[config.mk]
export PLATFORM = sky130hd
export DESIGN_NAME = scene_seq_ctrl_flat
export DESIGN_NICKNAME = d
export VERILOG_FILES = /design/src/rtl/scene_seq_ctrl_if.sv /design/src/rtl/scene_seq_ctrl.sv /design/src/flat_wrapper.sv
export SDC_FILE = /design/constraint.sdc
export NUM_CORES = 1
export LEC_CHECK = 0
export ABC_AREA = 0
export CAP_MARGIN = 20
export CORE_ASPECT_RATIO = 1.2
export CORE_MARGIN = 2
export CORE_UTILIZATION = 45
export CTS_CLUSTER_SIZE = 14
export DETAILED_ROUTE_END_ITERATION = 8
export PLACE_DENSITY = 0.85
export SLEW_MARGIN = 20
export SYNTH_ARGS = -nofsm -noshare
export SYNTH_HDL_FRONTEND = slang
export SYNTH_SLANG_ARGS = --single-unit
[constraint.sdc]
create_clock -name vga_clk -period 6.4 [get_ports vga_clk]
set_input_delay 0.96 -clock vga_clk [delete_from_list [all_inputs] [get_ports vga_clk]]
set_output_delay 0.96 -clock vga_clk [all_outputs]
set_load 0.01 [all_outputs]
[src/rtl/scene_seq_ctrl_if.sv]
// Signal bundle between the VGA timing / game logic side and the scene sequencer.
// scene_req_valid is a one-cycle strobe with no ready: in IDLE it is always taken and
// answered by scene_ack on the next cycle; while busy it is silently dropped.
interface scene_seq_ctrl_if;
  logic [9:0]  drawX;
  logic [9:0]  drawY;
  logic        blank;
  logic        frame_start;
  logic        scroll_left;
  logic        scroll_right;
  logic [1:0]  scene_req;
  logic        scene_req_valid;
  logic [17:0] rom_address;
  logic [1:0]  scene_sel;
  logic [3:0]  fade_level;
  logic [8:0]  scroll_x;
  logic        busy;
  logic        scene_ack;
  logic [1:0]  fsm_state;

  modport master (
    output drawX, drawY, blank, frame_start, scroll_left, scroll_right,
           scene_req, scene_req_valid,
    input  rom_address, scene_sel, fade_level, scroll_x, busy, scene_ack, fsm_state
  );

  modport slave (
    input  drawX, drawY, blank, frame_start, scroll_left, scroll_right,
           scene_req, scene_req_valid,
    output rom_address, scene_sel, fade_level, scroll_x, busy, scene_ack, fsm_state
  );
endinterface

[src/rtl/scene_seq_ctrl.sv]
// Scene background sequencer: ROM address generation with horizontal scroll,
// scene selection and fade-out / swap / fade-in transitions.
module scene_seq_ctrl #(
  parameter int IMG_W       = 512,
  parameter int IMG_H       = 240,
  parameter int VIEW_W      = 320,
  parameter int SCROLL_STEP = 2,
  parameter int FADE_FRAMES = 4
) (
  input logic              vga_clk,
  input logic              reset,
  scene_seq_ctrl_if.slave  bus
);
  localparam int MAX_SCROLL = IMG_W - VIEW_W;
  localparam int CNT_W      = (FADE_FRAMES > 1) ? $clog2(FADE_FRAMES) : 1;
  localparam logic [8:0]       STEP    = 9'(SCROLL_STEP);
  localparam logic [8:0]       MAX_SX  = 9'(MAX_SCROLL);
  localparam logic [CNT_W-1:0] CNT_TOP = CNT_W'(FADE_FRAMES - 1);

  typedef enum logic [1:0] {
    S_IDLE     = 2'd0,
    S_FADE_OUT = 2'd1,
    S_SWAP     = 2'd2,
    S_FADE_IN  = 2'd3
  } state_t;

  state_t           state_q, state_d;
  logic [17:0]      rom_address_q, rom_address_d;
  logic [1:0]       scene_sel_q, scene_sel_d;
  logic [1:0]       pending_q, pending_d;
  logic [3:0]       fade_level_q, fade_level_d;
  logic [8:0]       scroll_x_q, scroll_x_d;
  logic             busy_q, busy_d;
  logic             scene_ack_q, scene_ack_d;
  logic [CNT_W-1:0] cnt_q, cnt_d;

  logic [17:0] addr_sum;
  logic [8:0]  scroll_next;
  logic        cnt_hit;

  // Row stride is IMG_W; the screen is 2x upscaled so both coordinates are halved.
  assign addr_sum = 18'(18'(bus.drawY[9:1]) * IMG_W)
                  + 18'(bus.drawX[9:1])
                  + 18'(scroll_x_q);

  assign cnt_hit = (cnt_q == CNT_TOP);

  always_comb begin
    scroll_next = scroll_x_q;
    if (bus.scroll_left && !bus.scroll_right) begin
      scroll_next = (scroll_x_q < STEP) ? 9'd0 : scroll_x_q - STEP;
    end else if (bus.scroll_right && !bus.scroll_left) begin
      scroll_next = (scroll_x_q > MAX_SX - STEP) ? MAX_SX : scroll_x_q + STEP;
    end
  end

  always_comb begin
    state_d       = state_q;
    scene_sel_d   = scene_sel_q;
    pending_d     = pending_q;
    fade_level_d  = fade_level_q;
    scroll_x_d    = scroll_x_q;
    busy_d        = busy_q;
    scene_ack_d   = 1'b0;
    cnt_d         = cnt_q;
    rom_address_d = bus.blank ? addr_sum : 18'd0;

    case (state_q)
      S_IDLE: begin
        if (bus.frame_start) scroll_x_d = scroll_next;
        // A coincident frame pulse does not count toward the fade: counter restarts at 0.
        if (bus.scene_req_valid) begin
          scene_ack_d = 1'b1;
          if (bus.scene_req != scene_sel_q) begin
            pending_d = bus.scene_req;
            busy_d    = 1'b1;
            cnt_d     = '0;
            state_d   = S_FADE_OUT;
          end
        end
      end
      S_FADE_OUT: begin
        if (bus.frame_start) begin
          if (cnt_hit) begin
            cnt_d        = '0;
            fade_level_d = fade_level_q - 4'd1;
            if (fade_level_q == 4'd1) state_d = S_SWAP;
          end else begin
            cnt_d = cnt_q + 1'b1;
          end
        end
      end
      S_SWAP: begin
        if (bus.frame_start) begin
          scene_sel_d = pending_q;
          scroll_x_d  = 9'd0;
          state_d     = S_FADE_IN;
        end
      end
      S_FADE_IN: begin
        if (bus.frame_start) begin
          if (cnt_hit) begin
            cnt_d        = '0;
            fade_level_d = fade_level_q + 4'd1;
            if (fade_level_q == 4'd14) begin
              state_d = S_IDLE;
              busy_d  = 1'b0;
            end
          end else begin
            cnt_d = cnt_q + 1'b1;
          end
        end
      end
      default: state_d = S_IDLE;
    endcase
  end

  always_ff @(posedge vga_clk) begin
    if (reset) begin
      state_q       <= S_IDLE;
      rom_address_q <= 18'd0;
      scene_sel_q   <= 2'd0;
      pending_q     <= 2'd0;
      fade_level_q  <= 4'd15;
      scroll_x_q    <= 9'd0;
      busy_q        <= 1'b0;
      scene_ack_q   <= 1'b0;
      cnt_q         <= '0;
    end else begin
      state_q       <= state_d;
      rom_address_q <= rom_address_d;
      scene_sel_q   <= scene_sel_d;
      pending_q     <= pending_d;
      fade_level_q  <= fade_level_d;
      scroll_x_q    <= scroll_x_d;
      busy_q        <= busy_d;
      scene_ack_q   <= scene_ack_d;
      cnt_q         <= cnt_d;
    end
  end

  assign bus.rom_address = rom_address_q;
  assign bus.scene_sel   = scene_sel_q;
  assign bus.fade_level  = fade_level_q;
  assign bus.scroll_x    = scroll_x_q;
  assign bus.busy        = busy_q;
  assign bus.scene_ack   = scene_ack_q;
  assign bus.fsm_state   = state_q;
endmodule
[src/flat_wrapper.sv]
// flat-port wrapper written by rule: the top's interface ports become plain ports
module scene_seq_ctrl_flat 
#(
  parameter int IMG_W       = 512,
  parameter int IMG_H       = 240,
  parameter int VIEW_W      = 320,
  parameter int SCROLL_STEP = 2,
  parameter int FADE_FRAMES = 4
)
  (vga_clk, reset, bus_drawX, bus_drawY, bus_blank, bus_frame_start, bus_scroll_left, bus_scroll_right, bus_scene_req, bus_scene_req_valid, bus_rom_address, bus_scene_sel, bus_fade_level, bus_scroll_x, bus_busy, bus_scene_ack, bus_fsm_state);
  scene_seq_ctrl_if bus_i ();
  input logic vga_clk;
  input logic reset;
  input wire logic [$bits(bus_i.drawX)-1:0] bus_drawX;
  input wire logic [$bits(bus_i.drawY)-1:0] bus_drawY;
  input wire logic [$bits(bus_i.blank)-1:0] bus_blank;
  input wire logic [$bits(bus_i.frame_start)-1:0] bus_frame_start;
  input wire logic [$bits(bus_i.scroll_left)-1:0] bus_scroll_left;
  input wire logic [$bits(bus_i.scroll_right)-1:0] bus_scroll_right;
  input wire logic [$bits(bus_i.scene_req)-1:0] bus_scene_req;
  input wire logic [$bits(bus_i.scene_req_valid)-1:0] bus_scene_req_valid;
  output wire logic [$bits(bus_i.rom_address)-1:0] bus_rom_address;
  output wire logic [$bits(bus_i.scene_sel)-1:0] bus_scene_sel;
  output wire logic [$bits(bus_i.fade_level)-1:0] bus_fade_level;
  output wire logic [$bits(bus_i.scroll_x)-1:0] bus_scroll_x;
  output wire logic [$bits(bus_i.busy)-1:0] bus_busy;
  output wire logic [$bits(bus_i.scene_ack)-1:0] bus_scene_ack;
  output wire logic [$bits(bus_i.fsm_state)-1:0] bus_fsm_state;
  assign bus_i.drawX = bus_drawX;
  assign bus_i.drawY = bus_drawY;
  assign bus_i.blank = bus_blank;
  assign bus_i.frame_start = bus_frame_start;
  assign bus_i.scroll_left = bus_scroll_left;
  assign bus_i.scroll_right = bus_scroll_right;
  assign bus_i.scene_req = bus_scene_req;
  assign bus_i.scene_req_valid = bus_scene_req_valid;
  assign bus_rom_address = bus_i.rom_address;
  assign bus_scene_sel = bus_i.scene_sel;
  assign bus_fade_level = bus_i.fade_level;
  assign bus_scroll_x = bus_i.scroll_x;
  assign bus_busy = bus_i.busy;
  assign bus_scene_ack = bus_i.scene_ack;
  assign bus_fsm_state = bus_i.fsm_state;
  scene_seq_ctrl #(.IMG_W(IMG_W), .IMG_H(IMG_H), .VIEW_W(VIEW_W), .SCROLL_STEP(SCROLL_STEP), .FADE_FRAMES(FADE_FRAMES)) u_core (.vga_clk(vga_clk), .reset(reset), .bus(bus_i));
endmodule
**Yosys cells after proc, flatten, opt, wreduce, memory -nomap -nowiden**

Cells that the tools add are included.

- $mul: 0
- Equality and inequality tests: 19
- Order comparisons: 2
- Div/mod/pow operators: 0
- Muxes and demuxes: 34
- Reduce and logical (&&, ||, !) cells: 19
- Shift-type cells: 0
- Bitwise logic cells: 2
- Add/subtract/negate cells: 7

Operators with widths:

| cell | number |
|---|---|
| $mux W9 | 6 |
| $add A18 B9 Y18 | 2 |
| $mux W2 | 13 |
| $pmux W9 S2 | 1 |
| $mux W4 | 4 |
| $ne A2 B1 Y1 const B | 6 |
| $ne A2 B2 Y1 const B | 5 |
| $add A9 B2 Y9 const B | 1 |
| $gt A9 B8 Y1 const B | 1 |
| $lt A9 B2 Y1 const B | 1 |
| $reduce_and A9 Y1 | 1 |
| $sub A9 B2 Y9 const B | 1 |
| $pmux W2 S4 | 1 |
| $pmux W4 S2 | 1 |
| $reduce_and A4 Y1 | 2 |
| $reduce_bool A2 Y1 | 4 |
| $eq A2 B2 Y1 const B | 3 |
| $mux W1 | 6 |
| $reduce_and A6 Y1 | 1 |
| $reduce_or A2 Y1 | 3 |
| $reduce_and A5 Y1 | 1 |
| $add A4 B1 Y4 const B | 1 |
| $eq A4 B1 Y1 const B | 1 |
| $eq A4 B4 Y1 const B | 1 |
| other kinds (13) | 16 |

- Bits in latches: 0
- Input port bits: 29
- Output and inout bits: 37
- Register bits after elaboration: 41
- Bits in read-only memories: 0
- Memory bits (writable): 0
- Word-level logic and storage cells: 92
- Memories kept: 0

**Longest topological paths before layout**

- Word-level depth: 6
- Depth in mapped cells: 8
- Mapped depth without buffers: 7

**Worst setup path before layout**

Ideal clock, no wire load.

- Path type: input-to-reg
- Start point: input port bus_drawX[6]
- End point: register u_core.rom_address_q[16] (netlist: u_core.bus.rom_address[16])
- Data required time: 6.276 ns
- Cell stages on the path: 6
- Arrival: 2.368 ns
- Path buffers: 0
- Library setup time: 0.124 ns
- Slack: 3.908 ns
- Path through: ha_1 -> and2_1 -> a221o_1 -> o2111ai_1 -> a21boi_0 -> mux2i_1

- Cells in the longest elaborated chain, start to end: 2

RTL lines:

| what | line | RTL |
|---|---|---|
| from (decl) | flat_wrapper.sv:14 | `input wire logic [$bits(bus_i.drawX)-1:0] bus_drawX;` |
| $add A18 B9 Y18 | scene_seq_ctrl.sv:43 | `+ 18'(bus.drawX[9:1])` |
| $add A18 B9 Y18 | scene_seq_ctrl.sv:44 | `+ 18'(scroll_x_q);` |
| to (signal assigned) | scene_seq_ctrl.sv:131 | `rom_address_q <= rom_address_d;` |
| to (decl) | scene_seq_ctrl.sv:28 | `logic [17:0] rom_address_q, rom_address_d;` |

Every way passes these cells.
A chain may end at the register's enable or synchronous reset.

**Worst setup path after layout**

- Start point: input port reset
- End point: register u_core.rom_address_q[7] (netlist: u_core.bus.rom_address[7])

- Cells in the longest elaborated chain, start to end: 1

RTL lines:

| what | line | RTL |
|---|---|---|
| from (decl) | flat_wrapper.sv:13 | `input logic reset;` |
| $reduce_or A2 Y1 (no line) | n/a |  |

Every way passes these cells.

==> qor.csv <==
stage,metric,value,unit
die,coreArea,5330,µm²
die,io_pins,66,
timing,finalClockSkew,0.00892,ns
routing,viasPerCell,5.71,
power,power,784,µW
synthesis,ys_async_sr_fraction,0,
cts,post_cts_buffers,0,
timing,setup_tns,0,ns
timing,grt_setup_unrepaired,no,
global_routing,first_global_vias,2298,
critical_path,cpMaxStageDelayCell,clkdlybuf4s50_1,
critical_path,crit_required,6.57,ns
layout,fillers,470,
critical_path,path_cells,"clkdlybuf4s50_1, nand2b_1, nor4_1, or3_1",
layout,syn_to_final_growth,29.3,%
critical_path,crit_family,simple AND/OR/NAND/NOR gates,
global_routing,grt_util_all_layers,0.193,
cts,cts_tree,done,
routing,via_count,2431,
critical_path,startpoint,reset,
global_routing,grt_remaining_overflow,0,
layout,final_layout_size_suffix_gt1_frac,0.0247,
cts,h-tree-depth,2,
cts,cts_buffer_depth,2,
synthesis,synthCells,310,
cts,cts_buffers,5,
critical_path,rrSetupSlack,4.06,ns
critical_path,critPathKind,in2reg,
power,total_leakage_power,0.00130,µW
cts,clock_latency,0.29,ns
synthesis,ys_seq_elements,40,
critical_path,crit_end,u_core.bus.rom_address[7]$_SDFF_PP0_,
die,fp-row-count,29,
global_routing,grt_pass1_wl,9830,µm
cts,root_buffer,clkbuf_8,
worst_hold_path,hold_class,reg2reg,
routing,wl_per_cell,13.6,µm
global_routing,gr-max-usage-layer,met2,
power,ir_drop,0.000205,V
routing,drt_iter0_markers,135,
global_routing,grt.met1_usage,0.224,
critical_path,critPathBufInv,1,
placement,numPortBuffers,62,
routing,drt_wl_total,5790,µm
critical_path,worstPathMaxFanout,26,
critical_path,worstReg2RegEnd,u_core.bus.scroll_x[7]$_SDFFE_PP0P_,
critical_path,critPathLaunchType,input pin,
timing,min_period,2.87,ns
cts,cts_resized,0,
timing,tightest_slew,0.857,ns
cts,clk_pin_slew,0.08,ns
layout,multiInputGateArea,1610,µm²
critical_path,cp_num_cells,4,
global_routing,grt_util_met3,0.0494,
synthesis,syn_area,2510,µm²
routing,drc,0,
die,die_width,72.2,µm
critical_path,end_kind,flop,
routing,ant_nets,0,
timing,slew_headroom,0.427,
timing,setup_viol,0,
critical_path,r2r_start,u_core.bus.scroll_x[1]$_SDFFE_PP0P_,
synthesis,synth_cell_types,51,
synthesis,avgSynthCellArea,8.10,µm²
layout,seq_area,801,µm²
critical_path,worst_r2r_path_depth,7,
routing,dr.pass1.iters,4,
synthesis,yosys_warnings,0,
timing,hold_viol,0,
power,power_per_cell_area,241,nW/µm²
worst_hold_path,holdPathStages,2,
layout,instances_no_fill,426,
global_routing,antenna_found_initial,0,
synthesis,yosysSeqAreaShare,0.319,
layout,antenna_cells,0,
timing,maxSlewViolCount,0,
placement,place_congestion,0.858,
cts,cts_hold_buf,0,
die,initial_utilization,0.471,
synthesis,synth_nets,358,
cts,cts.sinks,40,
layout,final_nets,411,
placement,hpwl,4280,µm
die,die_y,85.9,µm
global_routing,grtUsageMet2,0.339,
global_routing,grt_max_degree,27,
run_status,outcome,"finished, final reports clean",
synthesis,synth-main-ff-cell,dfxtp_1,
die,dieArea,6200,µm²
placement,dp_cells,418,
critical_path,critical_path_arrival,3.04,ns
job,cap_viol_max_count,0,
timing,min_period_over_period,0.449,
critical_path,crit_path_max_incr_delay,1.03,ns
synthesis,synth-edff-count,0,
timing,clock.fmax,348,MHz
==> registers in the layout, indices dropped and copies added (netlist names) <==
register                count
u_core.bus.busy             1
u_core.bus.fade_level       4
u_core.bus.fsm_state        2
u_core.bus.rom_address     18
u_core.bus.scene_ack        1
u_core.bus.scene_sel        2
u_core.bus.scroll_x         8
u_core.cnt_q                2
u_core.pending_q            2
==> worst reg2reg max path: cells and delay by family, from the launching register on <==
| family | cells | cell delay (ns) |
|---|---|---|
| AND/OR/NAND/NOR | 3 | 1.11 |
| buffers and inverters | 1 | 0.15 |
| AO/OA/AOI/OAI | 2 | 0.41 |
| adder cells (fa/ha/maj) | 1 | 0.19 |
| flip-flops | 1 | 0.40 |
==> routing by layer <==
layer,up-vias,part of all wire
met5,-,0
met4,0,0.020
met3,11,0.070
met2,76,0.49
met1,1114,0.42
li1,1230,-
==> how the worst min path moves through the flow <==
| stage | slack (ns) | start | endpoint |
|---|---|---|---|
| 2_1_floorplan | 0.44 | u_core.pending_q[0]$_SDFFE_PP0P_ | u_core.bus.scene_sel[0]$_SDFFE_PP0P_ |
| 3_3_place_gp | 0.45 | u_core.pending_q[0]$_SDFFE_PP0P_ | u_core.bus.scene_sel[0]$_SDFFE_PP0P_ |
| 5_1_grt | 0.50 | u_core.cnt_q[1]$_SDFFE_PP0P_ | u_core.cnt_q[1]$_SDFFE_PP0P_ |
| 6_report | 0.47 | u_core.pending_q[1]$_SDFFE_PP0P_ | u_core.bus.scene_sel[1]$_SDFFE_PP0P_ |
| 4_1_cts | 0.48 | u_core.pending_q[1]$_SDFFE_PP0P_ | u_core.bus.scene_sel[1]$_SDFFE_PP0P_ |
| 3_5_place_dp | 0.46 | u_core.pending_q[1]$_SDFFE_PP0P_ | u_core.bus.scene_sel[1]$_SDFFE_PP0P_ |
==> cells in the final DEF (no fill, tap or decap), types with 4 or more instances in the layout <==
cell type,netlist,routed
xnor2_1,9,9
nand2_1,26,26
o21ai_0,10,10
nand3_1,13,13
and2_1,5,5
nor3_1,11,11
o211ai_1,4,4
nand4_1,5,5
a21o_1,9,9
inv_1,9,9
nand2b_1,11,11
xor2_1,5,5
clkbuf_8,0,5
clkdlybuf4s50_1,0,62
a211o_1,4,4
mux2i_1,9,9
and3_1,6,6
dfxtp_1,40,40
ha_1,19,19
nor2_1,25,25
a21oi_1,27,27
==> synthesized netlist by cell type (2+ instances only) <==
master	instances	area [µm²]
or3_1	3	18.8
o21ai_0	10	50.1
nor2_1	25	93.8
nor4_1	3	18.8
and2_1	5	31.3
a31oi_1	3	18.8
a211o_1	4	35.0
and3_1	6	37.5
nand4_1	5	31.3
xnor2_1	9	78.8
nand2_1	26	97.6
nand3_1	13	65.1
buf_4	2	15.0
or4_1	3	22.5
nand2b_1	11	68.8
a22oi_1	2	15.0
a21o_1	9	67.6
a21oi_1	27	135
inv_1	9	33.8
o31ai_1	2	15.0
nor3_1	11	55.1
nor2b_1	2	12.5
xor2_1	5	43.8
o211ai_1	4	30.0
nand3b_1	3	22.5
ha_1	19	238
a211oi_1	2	15.0
dfxtp_1	40	801
clkbuf_1	12	45.0
o2111ai_1	2	17.5
mux2i_1	9	90.1
buf_2	2	10.0
and4_1	2	17.5
o21a_1	3	22.5
==> layout make-up <==
class                           instances  area share
Multi-Input combinational cell        245       0.495
Sequential cell                        40       0.247
Timing Repair Buffer                   62       0.191
Tap cell                               62      0.0239
Clock buffer                            6      0.0223
Clock inverter                          2      0.0108
Inverter                                9      0.0104
==> kinds of logic (layout without fill, tap and decap cells) <==
family	count (synthesis)	in the layout	synth area share
AND/OR/NAND/NOR	122	122	0.250
other	1	1	0.00149
adder cells (fa/ha/maj)	19	19	0.0946
AO/OA/AOI/OAI	80	80	0.209
multiplexers	9	9	0.0359
buffers and inverters	25	79	0.0413
XOR/XNOR	14	14	0.0488
flip-flops	40	40	0.319
==> where the power goes <==
| part | internal [µW] | switching, µW |
|---|---|---|
| clock | 116 | 87.0 |
| combinational | 135 | 144 |
| sequential | 274 | 28.1 |
| total | 525 | 259 |
==> per-stage QoR <==
step	utilization	area, µm²	hold slack [ns]	setup WS, ns
after global placement	0.589	3140	0.453	3.25
after floorplan	-	2510	0.443	3.91
after detailed placement	0.589	3140	0.460	3.18
final	0.609	3250	0.472	3.53
after CTS	0.609	3250	0.477	3.48
after global routing	0.609	3250	0.497	3.36
Power figures use the tool's default switching activity.
